### src/rtl/wb_queue_pkg.sv
// Shared defaults and entry layout for the register-file writeback queue.
package wb_queue_pkg;

    localparam int WBQ_DEPTH = 4;
    localparam int WBQ_DW    = 32;
    localparam int WBQ_AW    = 5;

    // One pending register-file write.
    typedef struct packed {
        logic [WBQ_AW-1:0] rg;
        logic [WBQ_DW-1:0] data;
    } wb_entry_t;

endpackage

### src/rtl/wb_queue_if.sv
// Producer handshakes, register-file write port and bypass lookups of the writeback queue.
interface wb_queue_if #(
    parameter int DEPTH = 4,
    parameter int DW    = 32,
    parameter int AW    = 5
);
    logic                     mem_valid;
    logic                     mem_ready;
    logic [AW-1:0]            mem_reg;
    logic [DW-1:0]            mem_data;
    logic                     alu_valid;
    logic                     alu_ready;
    logic [AW-1:0]            alu_reg;
    logic [DW-1:0]            alu_data;
    logic                     hold;
    logic                     we;
    logic [AW-1:0]            wreg;
    logic [DW-1:0]            wdata;
    logic [AW-1:0]            q_rreg1;
    logic [AW-1:0]            q_rreg2;
    logic                     q_hit1;
    logic                     q_hit2;
    logic [DW-1:0]            q_data1;
    logic [DW-1:0]            q_data2;
    logic [$clog2(DEPTH):0]   count;
    logic                     empty;

    modport slave (
        input  mem_valid, mem_reg, mem_data,
        input  alu_valid, alu_reg, alu_data,
        input  hold, q_rreg1, q_rreg2,
        output mem_ready, alu_ready,
        output we, wreg, wdata,
        output q_hit1, q_hit2, q_data1, q_data2,
        output count, empty
    );

    modport master (
        output mem_valid, mem_reg, mem_data,
        output alu_valid, alu_reg, alu_data,
        output hold, q_rreg1, q_rreg2,
        input  mem_ready, alu_ready,
        input  we, wreg, wdata,
        input  q_hit1, q_hit2, q_data1, q_data2,
        input  count, empty
    );
endinterface

### src/rtl/wb_queue_match.sv
// Youngest-first lookup over the queued entries plus the registered output stage.
module wb_match #(
    parameter int DEPTH = 4,
    parameter int DW    = 32,
    parameter int AW    = 5,
    parameter int PW    = $clog2(DEPTH)
) (
    input  logic [PW-1:0]             head,
    input  logic [DEPTH-1:0]          vld,
    input  logic [DEPTH-1:0][AW-1:0]  ent_rg,
    input  logic [DEPTH-1:0][DW-1:0]  ent_data,
    input  logic                      out_we,
    input  logic [AW-1:0]             out_reg,
    input  logic [DW-1:0]             out_data,
    input  logic [AW-1:0]             q_reg,
    output logic                      hit,
    output logic [DW-1:0]             data
);

    logic          hit_raw;
    logic [DW-1:0] data_raw;
    logic [PW-1:0] idx;

    // Walk oldest to youngest so the last match seen is the youngest one;
    // the output stage is older than anything still queued.
    always_comb begin
        hit_raw  = 1'b0;
        data_raw = '0;
        idx      = '0;
        if (out_we && out_reg == q_reg) begin
            hit_raw  = 1'b1;
            data_raw = out_data;
        end
        for (int i = 0; i < DEPTH; i++) begin
            idx = head + PW'(i);
            if (vld[idx] && ent_rg[idx] == q_reg) begin
                hit_raw  = 1'b1;
                data_raw = ent_data[idx];
            end
        end
    end

    assign hit  = hit_raw && (q_reg != '0);
    assign data = hit ? data_raw : '0;

endmodule

### src/rtl/wb_queue.sv
// Program-ordered writeback queue draining one write per cycle into the register file.
module wb_queue
    import wb_queue_pkg::*;
#(
    parameter int DEPTH = WBQ_DEPTH,
    parameter int DW    = WBQ_DW,
    parameter int AW    = WBQ_AW
) (
    input  logic    clk,
    input  logic    rst_n,
    wb_queue_if.slave bus
);

    localparam int PW = $clog2(DEPTH);
    localparam int CW = PW + 1;

    wb_entry_t              ents_q [DEPTH];
    logic [DEPTH-1:0]       vld_q;
    logic [PW-1:0]          head_q;
    logic [PW-1:0]          tail_q;
    logic [CW-1:0]          count_q;
    logic                   we_q;
    logic [AW-1:0]          wreg_q;
    logic [DW-1:0]          wdata_q;

    logic [CW-1:0]          free;
    logic                   mem_xfer, alu_xfer;
    logic                   mem_push, alu_push;
    logic                   pop;
    logic [PW-1:0]          alu_slot;

    // Readiness comes from the current occupancy only; a same-cycle pop earns no credit.
    assign free          = CW'(DEPTH) - count_q;
    assign bus.mem_ready = (free != '0);
    assign bus.alu_ready = (free >= CW'(2)) || ((free != '0) && !bus.mem_valid);

    assign mem_xfer = bus.mem_valid && bus.mem_ready;
    assign alu_xfer = bus.alu_valid && bus.alu_ready;
    // Writes to $0 finish the handshake but never occupy a slot.
    assign mem_push = mem_xfer && (bus.mem_reg != '0);
    assign alu_push = alu_xfer && (bus.alu_reg != '0);
    assign pop      = (count_q != '0) && !bus.hold;
    assign alu_slot = tail_q + PW'(mem_push);

    always_ff @(posedge clk or negedge rst_n) begin
        if (!rst_n) begin
            head_q  <= '0;
            tail_q  <= '0;
            count_q <= '0;
            vld_q   <= '0;
            we_q    <= 1'b0;
            wreg_q  <= '0;
            wdata_q <= '0;
        end else begin
            if (pop) begin
                we_q          <= 1'b1;
                wreg_q        <= ents_q[head_q].rg;
                wdata_q       <= ents_q[head_q].data;
                vld_q[head_q] <= 1'b0;
                head_q        <= head_q + PW'(1);
            end else begin
                we_q <= 1'b0;
            end
            if (mem_push) vld_q[tail_q]   <= 1'b1;
            if (alu_push) vld_q[alu_slot] <= 1'b1;
            tail_q  <= tail_q + PW'(mem_push) + PW'(alu_push);
            count_q <= count_q + CW'(mem_push) + CW'(alu_push) - CW'(pop);
        end
    end

    // Payload storage needs no reset; the valid bits qualify it.
    always_ff @(posedge clk) begin
        if (mem_push) ents_q[tail_q]   <= '{rg: bus.mem_reg, data: bus.mem_data};
        if (alu_push) ents_q[alu_slot] <= '{rg: bus.alu_reg, data: bus.alu_data};
    end

    assign bus.we    = we_q;
    assign bus.wreg  = wreg_q;
    assign bus.wdata = wdata_q;
    assign bus.count = count_q;
    assign bus.empty = (count_q == '0) && !we_q;

    logic [DEPTH-1:0][AW-1:0] ent_rg;
    logic [DEPTH-1:0][DW-1:0] ent_data;
    logic [1:0][AW-1:0]       q_rreg;
    logic [1:0]               q_hit;
    logic [1:0][DW-1:0]       q_data;

    for (genvar i = 0; i < DEPTH; i++) begin : g_ent
        assign ent_rg[i]   = ents_q[i].rg;
        assign ent_data[i] = ents_q[i].data;
    end

    assign q_rreg = {bus.q_rreg2, bus.q_rreg1};

    for (genvar p = 0; p < 2; p++) begin : g_lk
        wb_match #(
            .DEPTH (DEPTH),
            .DW    (DW),
            .AW    (AW)
        ) u_match (
            .head     (head_q),
            .vld      (vld_q),
            .ent_rg   (ent_rg),
            .ent_data (ent_data),
            .out_we   (we_q),
            .out_reg  (wreg_q),
            .out_data (wdata_q),
            .q_reg    (q_rreg[p]),
            .hit      (q_hit[p]),
            .data     (q_data[p])
        );
    end

    assign bus.q_hit1  = q_hit[0];
    assign bus.q_hit2  = q_hit[1];
    assign bus.q_data1 = q_data[0];
    assign bus.q_data2 = q_data[1];

endmodule

### src/flat_wrapper.sv
// flat-port wrapper written by rule: the top's interface ports become plain ports
module wb_queue_flat import wb_queue_pkg::*;
#(
    parameter int DEPTH = WBQ_DEPTH,
    parameter int DW    = WBQ_DW,
    parameter int AW    = WBQ_AW
)
  (clk, rst_n, bus_mem_valid, bus_mem_reg, bus_mem_data, bus_alu_valid, bus_alu_reg, bus_alu_data, bus_hold, bus_q_rreg1, bus_q_rreg2, bus_mem_ready, bus_alu_ready, bus_we, bus_wreg, bus_wdata, bus_q_hit1, bus_q_hit2, bus_q_data1, bus_q_data2, bus_count, bus_empty);
  wb_queue_if #(.DEPTH(DEPTH), .DW(DW), .AW(AW)) bus_i ();
  input  logic clk;
  input  logic rst_n;
  input wire logic [$bits(bus_i.mem_valid)-1:0] bus_mem_valid;
  input wire logic [$bits(bus_i.mem_reg)-1:0] bus_mem_reg;
  input wire logic [$bits(bus_i.mem_data)-1:0] bus_mem_data;
  input wire logic [$bits(bus_i.alu_valid)-1:0] bus_alu_valid;
  input wire logic [$bits(bus_i.alu_reg)-1:0] bus_alu_reg;
  input wire logic [$bits(bus_i.alu_data)-1:0] bus_alu_data;
  input wire logic [$bits(bus_i.hold)-1:0] bus_hold;
  input wire logic [$bits(bus_i.q_rreg1)-1:0] bus_q_rreg1;
  input wire logic [$bits(bus_i.q_rreg2)-1:0] bus_q_rreg2;
  output wire logic [$bits(bus_i.mem_ready)-1:0] bus_mem_ready;
  output wire logic [$bits(bus_i.alu_ready)-1:0] bus_alu_ready;
  output wire logic [$bits(bus_i.we)-1:0] bus_we;
  output wire logic [$bits(bus_i.wreg)-1:0] bus_wreg;
  output wire logic [$bits(bus_i.wdata)-1:0] bus_wdata;
  output wire logic [$bits(bus_i.q_hit1)-1:0] bus_q_hit1;
  output wire logic [$bits(bus_i.q_hit2)-1:0] bus_q_hit2;
  output wire logic [$bits(bus_i.q_data1)-1:0] bus_q_data1;
  output wire logic [$bits(bus_i.q_data2)-1:0] bus_q_data2;
  output wire logic [$bits(bus_i.count)-1:0] bus_count;
  output wire logic [$bits(bus_i.empty)-1:0] bus_empty;
  assign bus_i.mem_valid = bus_mem_valid;
  assign bus_i.mem_reg = bus_mem_reg;
  assign bus_i.mem_data = bus_mem_data;
  assign bus_i.alu_valid = bus_alu_valid;
  assign bus_i.alu_reg = bus_alu_reg;
  assign bus_i.alu_data = bus_alu_data;
  assign bus_i.hold = bus_hold;
  assign bus_i.q_rreg1 = bus_q_rreg1;
  assign bus_i.q_rreg2 = bus_q_rreg2;
  assign bus_mem_ready = bus_i.mem_ready;
  assign bus_alu_ready = bus_i.alu_ready;
  assign bus_we = bus_i.we;
  assign bus_wreg = bus_i.wreg;
  assign bus_wdata = bus_i.wdata;
  assign bus_q_hit1 = bus_i.q_hit1;
  assign bus_q_hit2 = bus_i.q_hit2;
  assign bus_q_data1 = bus_i.q_data1;
  assign bus_q_data2 = bus_i.q_data2;
  assign bus_count = bus_i.count;
  assign bus_empty = bus_i.empty;
  wb_queue #(.DEPTH(DEPTH), .DW(DW), .AW(AW)) u_core (.clk(clk), .rst_n(rst_n), .bus(bus_i));
endmodule
### config.mk
export PLATFORM = sky130hd
export DESIGN_NAME = wb_queue_flat
export DESIGN_NICKNAME = d
export VERILOG_FILES = /design/src/rtl/wb_queue_pkg.sv /design/src/rtl/wb_queue_if.sv /design/src/rtl/wb_queue_match.sv /design/src/rtl/wb_queue.sv /design/src/flat_wrapper.sv
export SDC_FILE = /design/constraint.sdc
export NUM_CORES = 1
export LEC_CHECK = 0
export CORE_ASPECT_RATIO = 1.4
export CORE_MARGIN = 4
export CORE_UTILIZATION = 35
export CTS_BUF_LIST = sky130_fd_sc_hd__clkbuf_2
export CTS_CLUSTER_SIZE = 28
export DETAILED_ROUTE_END_ITERATION = 6
export DONT_BUFFER_PORTS = 1
export SLEW_MARGIN = 5
export SYNTH_ARGS = -nofsm -noshare
export SYNTH_HDL_FRONTEND = slang
export SYNTH_SLANG_ARGS = --single-unit
export TNS_END_PERCENT = 20
### constraint.sdc
create_clock -name clk -period 7.5 [get_ports clk]
set_input_delay 1.5 -clock clk [delete_from_list [all_inputs] [get_ports clk]]
set_output_delay 1.5 -clock clk [all_outputs]
set_load 0.05 [all_outputs]
==> results of run 1 <==
[cell usage after synthesis, types with 6 or more instances]
library cell	n	area (um^2)
mux2_2	186	2095
edfxtp_1	148	4444
mux4_2	147	3311
nor2_1	72	270.3
clkbuf_1	67	251.5
a21oi_1	66	330.3
or3_1	65	406.6
a22oi_1	64	480.5
a221oi_1	63	551.8
dfrtp_1	49	1226
xnor2_1	29	254.0
xor2_1	27	236.5
buf_2	23	115.1
inv_1	14	52.55
nand2_1	13	48.80
buf_1	11	41.29
ha_1	11	137.6
buf_6	8	90.09
a21o_1	6	45.04
[per-stage QoR]
step | std cells | utilization, % | power [mW] | setup slack (ps) | cell area (um^2)
final | 1679 | 38.27 | 8.302 | 410.3 | 16150
after global routing | 1679 | 38.27 | 8.756 | 120.9 | 16150
after CTS | 1678 | 38.27 | 8.341 | 328.5 | 16150
after detailed placement | 1646 | 37.72 | 7.791 | 1403 | 15920
after global placement | 1646 | 37.72 | 7.650 | 1468 | 15920
after floorplan | 1127 | - | 6.484 | 1090 | 14990
[report_power, final]
group / internal [mW] / leakage (nW) / switching (mW)
Sequential: 1.81 / 1.95 / 0.934
Combinational: 2.28 / 2.98 / 2.71
Clock: 0.158 / 0.142 / 0.402
Total: 4.25 / 5.07 / 4.05
[state kept, by name (all words and copies together) (netlist names)]
signal,count
u_core.head_q,2
u_core.tail_q,2
u_core.vld_q,4
u_core.bus.count,3
u_core.bus.we,1
u_core.ents_q,148
u_core.bus.wreg,5
u_core.bus.wdata,32
[kinds of logic (layout without fill, tap and decap cells)]
group	Yosys count	in the layout	share of synthesized area [%]
flops	197	197	37.82
simple gates	180	180	6.325
buf+inv	132	137	4.456
other cells	0	1	0
xor+xnor	56	56	3.271
fa+ha+maj	13	13	1.185
mux	339	339	36.88
compound gates	210	210	10.06
[worst max-delay path, stage by stage, from the launching register on]
cell	delay, ps
dfrtp_4	830
inv_1	200
ha_4	590
mux4_2	600
xnor2_1	180
nand4_1	170
nor2_4	770
buf_4	350
a221oi_1	90
or3_1	390
a21oi_1	270
buf_4	260
[per-layer routing]
metal / GRT usage, % / up-vias / wire length, um
met5: 0 / - / 0
met4: 10.26 / 0 / 2441
met1: 22.35 / 5660 / 17040
li1: - / 4604 / -
met2: 36.57 / 537 / 25570
met3: 5.417 / 134 / 3860
[worst max path at each step]
stage	end	slack, ps	depth (start not counted)
final	bus_q_data2[15]	410	11
after global routing	bus_q_data1[0]	120	11
after CTS	bus_q_data2[15]	330	11
after detailed placement	bus_q_data2[15]	1400	11
after global placement	bus_q_data2[15]	1470	11
after floorplan	bus_q_data1[10]	1090	18
[cell type report]
cell class / count / area (um^2) / area share [%]
multi-input combinational: 798 / 8808 / 54.53
clock inverter: 12 / 132.6 / 0.8211
tap: 546 / 683.2 / 4.229
sequential: 197 / 5678 / 35.15
clock buffer: 20 / 100.1 / 0.6197
antenna: 1 / 2.502 / 0.01549
inverter: 14 / 52.55 / 0.3253
timing repair buffer: 91 / 695.7 / 4.307
==> reports/results.ini, run 1 <==
[layout]
mostFrequentLayoutCells=mux2_2, edfxtp_1, mux4_2
final_common_cell=mux2_2
drive_above_1_share_pct=42.93
fill_cells=3984
area_growth_pct=7.727
nNetsFinal=1221

[sta]
setup_violations=0
maxSlewHeadroom_pct=26.97
setup_tns_ps=0
finalHoldViolations=0
tightestPinTransition_ps=1091
final_max_slew_viol_count=0
min_period_ps=7090
fin_hold_ws_ps=232.5
max_freq_ghz=0.1410
period_share_pct=94.53
rsz0062_at_grt=false
skew_ps=43.45

[grt]
overflow=0
antenna_found_initial=1
grt_use_total_pct=20.49
grt_max_degree=155
grt_pass1_vias=11320
grt_pass1_wl_mm=71.16

[clocking]
cts_tree=built
ctsHoldBuffers=0
clock_latency_ps=890
clock-root-buffer=clkbuf_2
clkSinkCount=197
post_cts_buffers=0
clock_path_buffers=2
path_clk_slew_ps=320
cts-resized-gates=0
cts_htree_levels=4
cts_inserted_buffers=17

[synth]
yosysSeqAreaShare_pct=37.82
synth_flop_cell=edfxtp_1
synth_seq_cells=197
yosys_warnings=0
synth_cell_types=45
syn_inst=1127
synth_edf_count=148
async_reset_ff_share_pct=24.87
syn_avg_cell_area_um2=13.30
syn_area_um2=14990
syn_nets=1229

[power]
p_leak_nw=5.070
pwr_density_cell_nw_per_um2=514.0
peakVddDrop_mv=0.2134

[critical_path]
crit_start=u_core.head_q[1]
arrival_ps=5590
cp_max_fo=30
r2r-start=u_core.bus.count[1]
timing.rr.end=u_core.ents_q[2][36]
rr_worst_depth=9
ff2ff_setup_slack_ps=2930
worstPathRequired_ps=6000
worstSetupPathType=reg -> out
start_kind=register
end_kind=primary output

[job]
drv_cap=0

[drt]
drt_iter0_drc=923
ant_nets=0
remaining_drc_errors=0
wire_per_inst_um=29.13
vias=10935
routed_wl_mm=48.92
vias_per_cell=6.513
dr.pass1.iters=7

[die]
ios=199
core_um2=42200
initial_utilization_pct=35.53
fp.dieH_um=252.9
dieArea_um2=46260
std_cell_rows=89
die_x_um=182.9

[min_path]
hold_class=in -> async

[placement]
hpwl_mm=32.06
place.gp.congestion=0.8117
portBuffers=0

[run_status]
status=complete, no violations

(Power assumes the default switching activity.)
==> run 2, diff against run 1 <==
CTS_CLUSTER_DIAMETER = 50   (was not set)
==> results of run 2 <==
No change in the layout: final DEF, timing and power equal those of run 1.
==> run 3, diff against run 2 <==
SKIP_CTS_REPAIR_TIMING = 1   (was not set)
clock period = 7.6 ns   (was 7.5 ns; I/O delays follow)
==> run 3 against run 2 <==
Clock power is 4.3% lower. Die area stayed put. Combinational power is 1% higher. Final cell count is 0.36% higher. Final area is 0.40% higher. Clock skew is 14 ps higher. Sequential power is 2% lower. Total power is 0.34% lower. Utilization is 0.15 points higher. Sequential cell count stayed put. Critical path depth is 1 lower. Wire length is 0.50% higher. Critical path type unchanged. Largest power group unchanged.
==> reports/results.ini, run 3 (same netlist as run 1, synthesis figures left out) <==
[layout]
drive_above_1_share_pct=43.23  ; +0.30 points
nNetsFinal=1227  ; +0.49%
regMostFlops=u_core.ents_q
fin_area_um2=16220  ; +0.40%
area_growth_pct=8.161
fill_cells=3993  ; +0.23%
largest_reg_flops=148  ; unchanged
final_common_cell=mux2_2
final_util_pct=38.43  ; +0.15 points
mostFrequentLayoutCells=mux2_2, edfxtp_1, mux4_2

[grt]
use_met2_pct=36.90  ; +0.33 points
grt_use_met1_pct=23.17  ; +0.82 points
overflow=0  ; unchanged
grt_max_degree=155  ; unchanged
busiest_layer=met2
grt_pass1_vias=11074  ; -2.2%
antenna_found_initial=2  ; +1
grt_pass1_wl_mm=71.40  ; +0.34%
grt_use_total_pct=20.54  ; +0.048 points
use_met3_pct=5.820  ; +0.40 points

[critical_path]
critical_path_buf_inv_count=3  ; unchanged
cp_max_fo=154  ; +410%
end_kind=primary output
worstPathRequired_ps=6080  ; +80 ps
slowest_stage=buf_12
crit_start=u_core.head_q[0]
cpMostUsedCell=buf_4
arrival_ps=5610  ; +20 ps
cp_slowest_stage_delay_ps=730  ; -100 ps
worstSetupPathType=reg -> out
start_kind=register
critPathTopFamily=buffers and inverters
path_cells=buf_12 -> mux4_1 -> xor2_1 -> nor4_1 -> and3_2 -> o21bai_4 -> o22ai_4 -> buf_4 -> a21oi_1 -> buf_4
r2r-start=u_core.bus.count[1]

[drt]
ant_nets=0  ; unchanged
vias_per_cell=6.507  ; about the same
wire_per_inst_um=29.18  ; +0.15%
routed_wl_mm=49.16  ; +0.50%
drt_iter0_drc=1096  ; +19%
dr.pass1.iters=5  ; -2
remaining_drc_errors=0  ; unchanged
vias=10965  ; +0.27%

[clocking]
cts_tree=built
clock_latency_ps=900  ; about the same
path_clk_slew_ps=330  ; about the same
cts_htree_levels=4  ; unchanged
cts_inserted_buffers=17  ; unchanged
clock-root-buffer=clkbuf_2
clock_path_buffers=2  ; unchanged
clkSinkCount=197  ; unchanged

[die]
dieArea_um2=46260  ; unchanged
die_x_um=182.9  ; unchanged
ios=199  ; unchanged
core_um2=42200  ; unchanged
std_cell_rows=89  ; unchanged
fp.dieH_um=252.9  ; unchanged
initial_utilization_pct=35.53  ; unchanged

[sta]
finalHoldViolations=0  ; unchanged
tightestPinTransition_ps=1125  ; +34.77 ps
maxSlewHeadroom_pct=24.77  ; -2.2 points
skew_ps=57.40  ; +13.95 ps
setup_violations=0  ; unchanged
period_share_pct=93.78
final_max_slew_viol_count=0  ; unchanged
min_period_ps=7127
max_freq_ghz=0.1403

[placement]
place_area_um2=15950  ; +0.19%
hpwl_mm=31.59  ; -1.5%
place.gp.congestion=0.8178  ; +0.75%
portBuffers=0  ; unchanged

[min_path]
hold_class=in -> async

[power]
pwr_density_cell_nw_per_um2=510.2  ; -0.74%
p_leak_nw=5.103  ; +0.65%
peakVddDrop_mv=0.3097  ; +45%

[run_status]
status=complete, no violations

[job]
drv_cap=0  ; unchanged

## run 3: changes by cell type in the layout (fill, tap and decap cells not counted), sizes merged
cell / before / now
o22ai: 3 / 4
clkinv: 7 / 6
clkbuf: 20 / 19
clkinvlp: 2 / 3
buf: 91 / 96
inv: 15 / 16
## run 3: power breakdown
group	internal (mW)	switching (mW)
Combinational	2.28	2.77
Clock	0.152	0.384
Sequential	1.79	0.900
## run 3: worst register-to-register path: stages (launching register included)
cell      delay [ps]
dfrtp_1          740
inv_1            200
ha_1             250
ha_1             220
o211ai_1         880
o311a_1          420
inv_1            110
nor3_2           160
buf_4            630
a21o_2           220
buf_4            570
## run 3: worst paths after layout
path	slack (ps)	cells after the start	to
setup / recovery	470	10	bus_q_data1[31]
hold / removal	250	0	u_core.bus.wdata[30]
setup reg to reg	2830	10	u_core.ents_q[0][16]
hold reg to reg	590	1	u_core.vld_q[1]
max in group asynchronous	7150	0	u_core.bus.wdata[16]
min in group clk	590	1	u_core.vld_q[1]
## run 3: routing by layer
layer	routed length [um]	vias to the layer above
met5	0	-
met2	25640	595
met4	1718	0
met3	4510	117
li1	-	4609
met1	17290	5644
## run 3: cell type report
cell class / instances / area [um^2] / share of cell area, %
multi-input combinational: 799 / 8821 / 54.39
sequential: 197 / 5678 / 35.01
timing repair buffer: 96 / 753.2 / 4.644
tap: 546 / 683.2 / 4.212
clock inverter: 13 / 132.6 / 0.8178
clock buffer: 19 / 95.09 / 0.5863
inverter: 14 / 52.55 / 0.3240
antenna: 1 / 2.502 / 0.01543
## run 3: through the flow
| stage | cells | hold WS, ps | TNS, ps | total power [mW] | worst slack [ps] |
|---|---|---|---|---|---|
| floorplan | 1127 | 499.1 | 0 | 6.399 | 1170 |
| global placement | 1650 | 525.5 | 0 | 7.592 | 1348 |
| detailed placement | 1650 | 541.2 | 0 | 7.695 | 1304 |
| CTS | 1682 | 124.8 | 0 | 8.231 | 182.8 |
| global route | 1685 | 132.0 | -16.19 | 8.750 | -12.19 |
| finish | 1685 | 254.9 | 0 | 8.274 | 473.1 |
